File: src/rtl/cache_req_queue.sv
// rtl/cache_req_queue.sv - Request FIFO for the cache lookup stage with tag/set/offset split and request statistics.
module cache_req_queue #(
    parameter int BLOCK_OFFSET_BITS = 3,
    parameter int SET_NO_BITS       = 3,
    parameter int DEPTH             = 8,
    localparam int TAG_W            = 24 - BLOCK_OFFSET_BITS - SET_NO_BITS,
    localparam int CNT_W            = $clog2(DEPTH) + 1
) (
    input  logic                         clk,
    input  logic                         rst,
    input  logic                         in_valid,
    output logic                         in_ready,
    input  logic [24:0]                  in_query,
    input  logic                         flush,
    output logic                         out_valid,
    input  logic                         out_ready,
    output logic                         out_write,
    output logic [23:0]                  out_addr,
    output logic [TAG_W-1:0]             out_tag,
    output logic [SET_NO_BITS-1:0]       out_set,
    output logic [BLOCK_OFFSET_BITS-1:0] out_offset,
    output logic [CNT_W-1:0]             count,
    output logic [31:0]                  req_total,
    output logic [31:0]                  write_total
);

    localparam int PTR_W = $clog2(DEPTH);

    logic [24:0]      mem [DEPTH];
    logic [PTR_W-1:0] wr_ptr;
    logic [PTR_W-1:0] rd_ptr;
    logic [CNT_W-1:0] count_q;
    logic [31:0]      req_total_q;
    logic [31:0]      write_total_q;
    logic             full;
    logic             empty;
    logic             push;
    logic             pop;
    logic [24:0]      head;

    assign full  = (count_q == CNT_W'(DEPTH));
    assign empty = (count_q == '0);

    // Flush wins over both sides; neither handshake takes effect in that cycle.
    assign push = in_valid && !full && !flush;
    assign pop  = !empty && out_ready && !flush;

    assign in_ready  = !full;
    assign out_valid = !empty;
    assign count     = count_q;
    assign req_total   = req_total_q;
    assign write_total = write_total_q;

    always_ff @(posedge clk) begin
        if (push) begin
            mem[wr_ptr] <= in_query;
        end
    end

    always_ff @(posedge clk or posedge rst) begin
        if (rst) begin
            wr_ptr  <= '0;
            rd_ptr  <= '0;
            count_q <= '0;
        end else if (flush) begin
            wr_ptr  <= '0;
            rd_ptr  <= '0;
            count_q <= '0;
        end else begin
            if (push) begin
                wr_ptr <= wr_ptr + 1'b1;
            end
            if (pop) begin
                rd_ptr <= rd_ptr + 1'b1;
            end
            case ({push, pop})
                2'b10:   count_q <= count_q + 1'b1;
                2'b01:   count_q <= count_q - 1'b1;
                default: count_q <= count_q;
            endcase
        end
    end

    // Statistics saturate rather than wrap so long traces never report a small total.
    always_ff @(posedge clk or posedge rst) begin
        if (rst) begin
            req_total_q   <= '0;
            write_total_q <= '0;
        end else if (push) begin
            if (req_total_q != 32'hFFFF_FFFF) begin
                req_total_q <= req_total_q + 32'd1;
            end
            if (in_query[24] && (write_total_q != 32'hFFFF_FFFF)) begin
                write_total_q <= write_total_q + 32'd1;
            end
        end
    end

    assign head = mem[rd_ptr];

    always_comb begin
        out_write  = 1'b0;
        out_addr   = '0;
        out_tag    = '0;
        out_set    = '0;
        out_offset = '0;
        if (!empty) begin
            out_write  = head[24];
            out_addr   = head[23:0];
            out_tag    = head[23:24-TAG_W];
            out_set    = head[BLOCK_OFFSET_BITS+SET_NO_BITS-1:BLOCK_OFFSET_BITS];
            out_offset = head[BLOCK_OFFSET_BITS-1:0];
        end
    end

endmodule

File: config.mk
export PLATFORM = sky130hd
export DESIGN_NAME = cache_req_queue
export DESIGN_NICKNAME = d
export VERILOG_FILES = /design/src/rtl/cache_req_queue.sv
export SDC_FILE = /design/constraint.sdc
export NUM_CORES = 1
export LEC_CHECK = 0
export BUFFER_PORTS_ARGS = -buffer_cell sky130_fd_sc_hd__clkbuf_2
export CAP_MARGIN = 15
export CELL_PAD_IN_SITES_DETAIL_PLACEMENT = 0
export CELL_PAD_IN_SITES_GLOBAL_PLACEMENT = 1
export CORE_MARGIN = 2
export CORE_UTILIZATION = 40
export DETAILED_ROUTE_END_ITERATION = 6
export GPL_TIMING_DRIVEN = 0
export PLACE_DENSITY_LB_ADDON = 0.1
export SYNTH_ARGS = -nofsm -noshare
export SYNTH_HDL_FRONTEND = slang
export SYNTH_SLANG_ARGS = --single-unit
File: constraint.sdc
create_clock -name clk -period 6.79 [get_ports clk]
set_input_delay 1.0185 -clock clk [delete_from_list [all_inputs] [get_ports clk]]
set_output_delay 1.0185 -clock clk [all_outputs]
set_load 0.02 [all_outputs]
==> reports/qor.csv, run 1 <==
stage;metric;value;unit
route;wl;25600;um
critical_path;path_delay_family;simple AND/OR/NAND/NOR gates;
critical_path;worst-endpoint-arrival;3010;ps
logic_synthesis;synth.most_common_cell;edfxtp_1;
global_routing;grt_max_degree;41;
logic_synthesis;async_flop_share;27.0;%
power_and_ir_drop;leakage;5.25;nW
route;drc;0;
floorplanning;start_util;40.4;%
global_routing;grt_pass1_wl;39900;um
clock_tree;cts_tree;done;
cells_and_area;post-route-util;49.2;%
cells_and_area;fillers;2516;
sta;slew_violations;0;
logic_synthesis;synthTopCellsByCount;200 x edfxtp_1, 74 x dfrtp_1, 54 x nor2_1;
clock_tree;post-cts-setup-buffers;0;
power_and_ir_drop;p_per_area;353;nW/um^2
critical_path;cp_num_buf_inv;4;
logic_synthesis;syn-cell-area;11500;sq um
sta;fmax;248;MHz
sta;finalSetupViolations;0;
logic_synthesis;syn_nets;735;
placement;gp_congestion;0.782;
route;drtAntennaViolNets;0;
route;drtIter0Drc;401;
placement;dp_hpwl;17400;um
clock_tree;post_cts_resized;0;
clock_tree;htree_levels;1;
hold_path;hold_class;primary input to async pin;
clock_tree;cts_root_buf;clkbuf_16;
placement;place_area;13100;sq um
cells_and_area;drive_above_1_share;35.1;%
global_routing;grt_pass1_vias;7031;
route;viasPerCell;5.15;
floorplanning;fp.dieH;174;um
logic_synthesis;ys.flop_type;edfxtp_1;
critical_path;cpMaxStageDelayCell;nor4_2;
sta;rsz0062_at_grt;no;
logic_synthesis;yosys_register_bits;274;
floorplanning;num_rows;62;
clock_tree;clkSlewWorstSetupHoldPaths;60;ps
cells_and_area;final_cells;1305;
route;avgRoutedWirePerCell;19.6;um
logic_synthesis;synth_edf_count;200;
logic_synthesis;ys_seq_area_share;68.2;%
floorplanning;fp.dieW;174;um
logic_synthesis;synth_cell_types;52;
sta;fin_crit;4030;ps
power_and_ir_drop;power.total;4.97;mW
global_routing;antenna_found_initial;0;
cells_and_area;nets;935;
critical_path;endpoint_kind;output port;
logic_synthesis;synthTopCellsByArea;edfxtp_1 52%, dfrtp_1 16%, mux4_2 9.8%, xnor2_1 3.6%, mux2i_1 2.3%;
sta;finalHoldViolations;0;
run_status;status;complete, no violations;
clock_tree;clk_latency;550;ps
logic_synthesis;synth_top_area_share;52.1;%
flow_run;maxCapViolCount;0;
clock_tree;cts_buffers;30;
power_and_ir_drop;irDropWorstVdd;205;uV
sta;slew_headroom;30.4;%
floorplanning;dieArea;30200;sq um
floorplanning;io-pin-count;149;
logic_synthesis;syn_inst;699;
critical_path;cp_max_fo;10;
global_routing;grtUsageTotal;17.0;%
critical_path;crit_chain;buf_6 > nor4_2 > clkbuf_1 > nor2_1 > buf_4 > clkbuf_2;
cells_and_area;final_area;14000;sq um
cells_and_area;area_growth;21.9;%
clock_tree;holdBufCountCts;0;
critical_path;required;5770;ps
sta;hold_ws;476;ps
global_routing;grt_overflow;0;
route;via_count;6717;
logic_synthesis;postSynthAreaPerCell;16.5;sq um
logic_synthesis;yosysTopAreaCell;edfxtp_1;
clock_tree;clkSinkCount;274;
placement;io_buffers;148;
clock_tree;cts_buffer_depth;3;
sta;clock_skew;12.1;ps
cells_and_area;antenna_cells;0;
sta;layout_worst_path_cycle_share;59.3;%
route;drt-pass1-iter-count;4;
sta;worst_slew_pin_slew;1040;ps
critical_path;critical_path_class;flop to output port;
critical_path;cp-start-kind;flop;
critical_path;critical_path.max_stage_delay;860;ps
floorplanning;core;28500;sq um
placement;place_inst;1251;
logic_synthesis;synth_warnings;0;
[metal layers]
metal / up-vias / global-route usage (%) / part of all wire (%)
li1: 3062 / - / -
met3: 34 / 3.25 / 5.0
met5: - / 0 / 0
met2: 158 / 28.1 / 49
met1: 3463 / 23.6 / 45
met4: 0 / 3.99 / 1.5
[final timing paths]
| kind | depth (start not counted) | start | slack [ps] | end |
|---|---|---|---|---|
| min reg2reg | 1 | req_total[11] | 490 | req_total[11] |
| max in group asynchronous | 3 | rst | 5750 | req_total[22] |
| min in group clk | 1 | req_total[11] | 490 | req_total[11] |
| min | 2 | rst | 480 | write_total[0] |
| max reg2reg | 7 | count[0] | 4080 | mem[0][8] |
| max | 6 | count[1] | 2760 | out_tag[8] |
[kinds of logic (layout without fill, tap and decap cells)]
logic type               Yosys count  after routing  synth area share, %
flip-flops                       274            274                 68.2
multiplexers                      79             79                 12.3
AO/OA/AOI/OAI                     14             14                 1.19
XOR/XNOR                          68             68                 5.17
AND/OR/NAND/NOR                  202            202                 9.68
adder cells (fa/ha/maj)            6              6                0.651
buffers and inverters             56            278                 2.82
[registers in the layout (all words and copies together) (netlist names)]
register / flops
count: 4
mem: 200
rd_ptr: 3
req_total: 32
wr_ptr: 3
write_total: 32
[layout make-up]
| cell class | count | area [sq um] | area share (%) |
|---|---|---|---|
| clock buffers | 43 | 891 | 6.34 |
| inverters | 7 | 28.8 | 0.205 |
| flip-flops and latches | 274 | 7860 | 55.9 |
| plain buffers | 49 | 299 | 2.13 |
| clock inverters | 11 | 103 | 0.730 |
| well taps | 384 | 480 | 3.42 |
| repair buffers | 168 | 997 | 7.10 |
| multi-input cells | 369 | 3390 | 24.1 |
[through the flow]
step / setup slack (ps) / TNS (ps)
3_3_place_gp: -477 / -11890
4_1_cts: 2620 / 0
2_1_floorplan: 2520 / 0
6_report: 2760 / 0
5_1_grt: 2530 / 0
3_5_place_dp: 3240 / 0
[where the power goes]
part	switching, mW	internal [mW]
Combinational	0.840	0.557
Sequential	0.0745	1.89
Clock	0.629	0.978
[worst reg2reg max path, delay by kind of cell (launching register included)]
| family | cells | cell delay [ps] |
|---|---|---|
| simple gates | 3 | 1160 |
| buf+inv | 4 | 730 |
| flops | 1 | 540 |
[layout by cell type (no fill, tap or decap), types with 2 or more instances in the layout]
cell         n
inv_1        6
clkbuf_16   31
nor2_4       3
nand3_1     30
xnor2_1     47
and2b_1      2
nand2b_1     2
and3_1      11
clkinv_1     4
nand2_1     26
and4_1       8
clkinv_2     4
clkbuf_1    19
and2_1       6
dfrtp_1     74
clkbuf_8     7
xor2_1      21
buf_12       3
mux2i_1     27
bufinv_16    2
mux4_2      50
edfxtp_1   200
o21ai_0      2
ha_1         6
nor2_1      51
nand4_1     33
buf_4       27
nor3_1       6
buf_6       15
nor4_1       2
buf_2        8
a21oi_1      2
nor3_2       5
nor4_2       5
clkbuf_2   148
(Power assumes the default switching activity.)
==> run 2: changes to the inputs <==
==> constraint.sdc (replaced) <==
create_clock -name clk -period 3.9 [get_ports clk]
set_input_delay 0.585 -clock clk [delete_from_list [all_inputs] [get_ports clk]]
set_output_delay 0.585 -clock clk [all_outputs]
set_load 0.02 [all_outputs]
==> reports/qor.csv, run 2 (same netlist as run 1, synthesis figures left out) <==
stage;metric;value;unit;change
run_status;status;complete, no violations;;
placement;dp_hpwl;17000;um;-2.3%
sta;slew_headroom;33.0;%;+2.6 points
global_routing;grt_pass1_wl;39700;um;-0.69%
floorplanning;io-pin-count;149;;unchanged
clock_tree;cts_buffer_depth;3;;unchanged
placement;place_area;13000;sq um;-0.22%
cells_and_area;area_growth;21.1;%;
power_and_ir_drop;irDropWorstVdd;413;uV;+100%
clock_tree;post_cts_resized;0;;unchanged
floorplanning;fp.dieW;174;um;unchanged
route;drtIter0Drc;417;;+4.0%
route;drtAntennaViolNets;0;;unchanged
clock_tree;holdBufCountCts;0;;unchanged
placement;gp_congestion;0.758;;-3.1%
clock_tree;cts_root_buf;clkbuf_16;;
power_and_ir_drop;p_per_area;613;nW/um^2;+73%
cells_and_area;antenna_cells;0;;unchanged
floorplanning;num_rows;62;;unchanged
cells_and_area;largest_register_ffs;200;;unchanged
critical_path;worst-endpoint-arrival;3040;ps;+30 ps
route;via_count;6517;;-3.0%
cells_and_area;seq_area;7860;sq um;unchanged
sta;finalSetupViolations;0;;unchanged
global_routing;grtUsageTotal;16.7;%;-0.36 points
sta;worst_slew_pin_slew;996;ps;-39.0 ps
route;viasPerCell;5.01;;-2.6%
sta;clock_skew;14.7;ps;+2.67 ps
floorplanning;core;28500;sq um;unchanged
global_routing;grt_pass1_vias;7049;;+0.26%
placement;io_buffers;148;;unchanged
clock_tree;clkSlewWorstSetupHoldPaths;60;ps;about the same
hold_path;hold_class;primary input to async pin;;
critical_path;endpoint_kind;output port;;
clock_tree;htree_levels;1;;unchanged
cells_and_area;multi_input_area;3400;sq um;+0.26%
clock_tree;post-cts-setup-buffers;0;;unchanged
sta;rsz0062_at_grt;no;;
sta;fin_crit;3630;ps;
global_routing;grt_overflow;0;;unchanged
placement;dp_slack;677;ps;-2560 ps
floorplanning;dieArea;30200;sq um;unchanged
clock_tree;clkSinkCount;274;;unchanged
global_routing;grt_max_degree;40;;-2.4%
cells_and_area;drive_above_1_share;34.1;%;-1.0 points
clock_tree;cts_tree;done;;
global_routing;antenna_found_initial;0;;unchanged
flow_run;maxCapViolCount;0;;unchanged
cells_and_area;final_cell_mix;200 x edfxtp_1, 148 x clkbuf_2, 74 x dfrtp_1;;
clock_tree;clk_latency;550;ps;about the same
power_and_ir_drop;leakage;5.20;nW;-1.1%
route;wl;25000;um;-2.4%
cells_and_area;fillers;2533;;+0.68%
critical_path;cp_max_fo;10;;unchanged
sta;finalHoldViolations;0;;unchanged
cells_and_area;top_register;mem;;
clock_tree;cts_buffers;29;;-3.3%
route;avgRoutedWirePerCell;19.2;um;-2.0%
cells_and_area;final_common_cell;edfxtp_1;;
sta;slew_violations;0;;unchanged
sta;setup_slack;272;ps;-2490 ps
sta;layout_worst_path_cycle_share;93.0;%;
floorplanning;fp.dieH;174;um;unchanged
critical_path;required;3310;ps;-2460 ps
route;drc;0;;unchanged
floorplanning;start_util;40.4;%;unchanged
critical_path;critical_path_class;flop to output port;;
cells_and_area;final_area;14000;sq um;-0.65%
sta;fmax;276;MHz;
route;drt-pass1-iter-count;4;;unchanged
cells_and_area;nets;930;;-0.53%
critical_path;cp-start-kind;flop;;
==> run 2: path summary, 6_finish.rpt <==
kind	from	to	slack, ps	depth (start not counted)
worst max-delay path	count[1]	out_tag[14]	270	6
worst min-delay path	rst	write_total[1]	60	2
max in group asynchronous	rst	req_total[15]	3290	3
min in group clk	in_query[22]	mem[2][22]	320	1
worst max register to register	count[0]	mem[1][22]	1380	5
worst min register to register	req_total[19]	req_total[19]	490	1
==> run 2: critical path, cell delays in order (launching register included) <==
cell	delay, ps
dfrtp_1	400
buf_6	150
nor4_2	870
clkbuf_1	560
nor2_1	190
buf_4	190
clkbuf_2	150
==> run 2: layer usage <==
metal	track usage [%]	vias to the layer above	wire, um
met2	27.9	165	12100
met3	3.55	29	1460
met1	22.6	3269	11100
met5	0	-	0
met4	3.54	0	321
li1	-	3054	-
==> run 2: cell type report <==
class	count	area share [%]
Clock buffer	35	5.36
Timing Repair Buffer	164	6.88
Buffer	49	2.14
Sequential cell	274	56.3
Inverter	7	0.206
Multi-Input combinational cell	369	24.4
Tap cell	384	3.44
Clock inverter	18	1.31
==> run 2: stage by stage <==
stage	util (%)	total power [mW]	hold WS (ps)	setup TNS [ps]	cells
after CTS	48.9	8.68	52.0	0	1300
after global routing	48.9	8.98	65.9	0	1300
final	48.9	8.55	55.2	0	1300
after global placement	44.7	5.89	473	-154130	1231
after detailed placement	45.6	5.96	481	0	1247
after floorplan	-	5.12	583	0	699
==> run 2: power by group <==
part	switching (mW)	internal, mW
sequential	0.130	3.29
clock	1.10	1.62
combinational	1.46	0.966
total	2.68	5.87
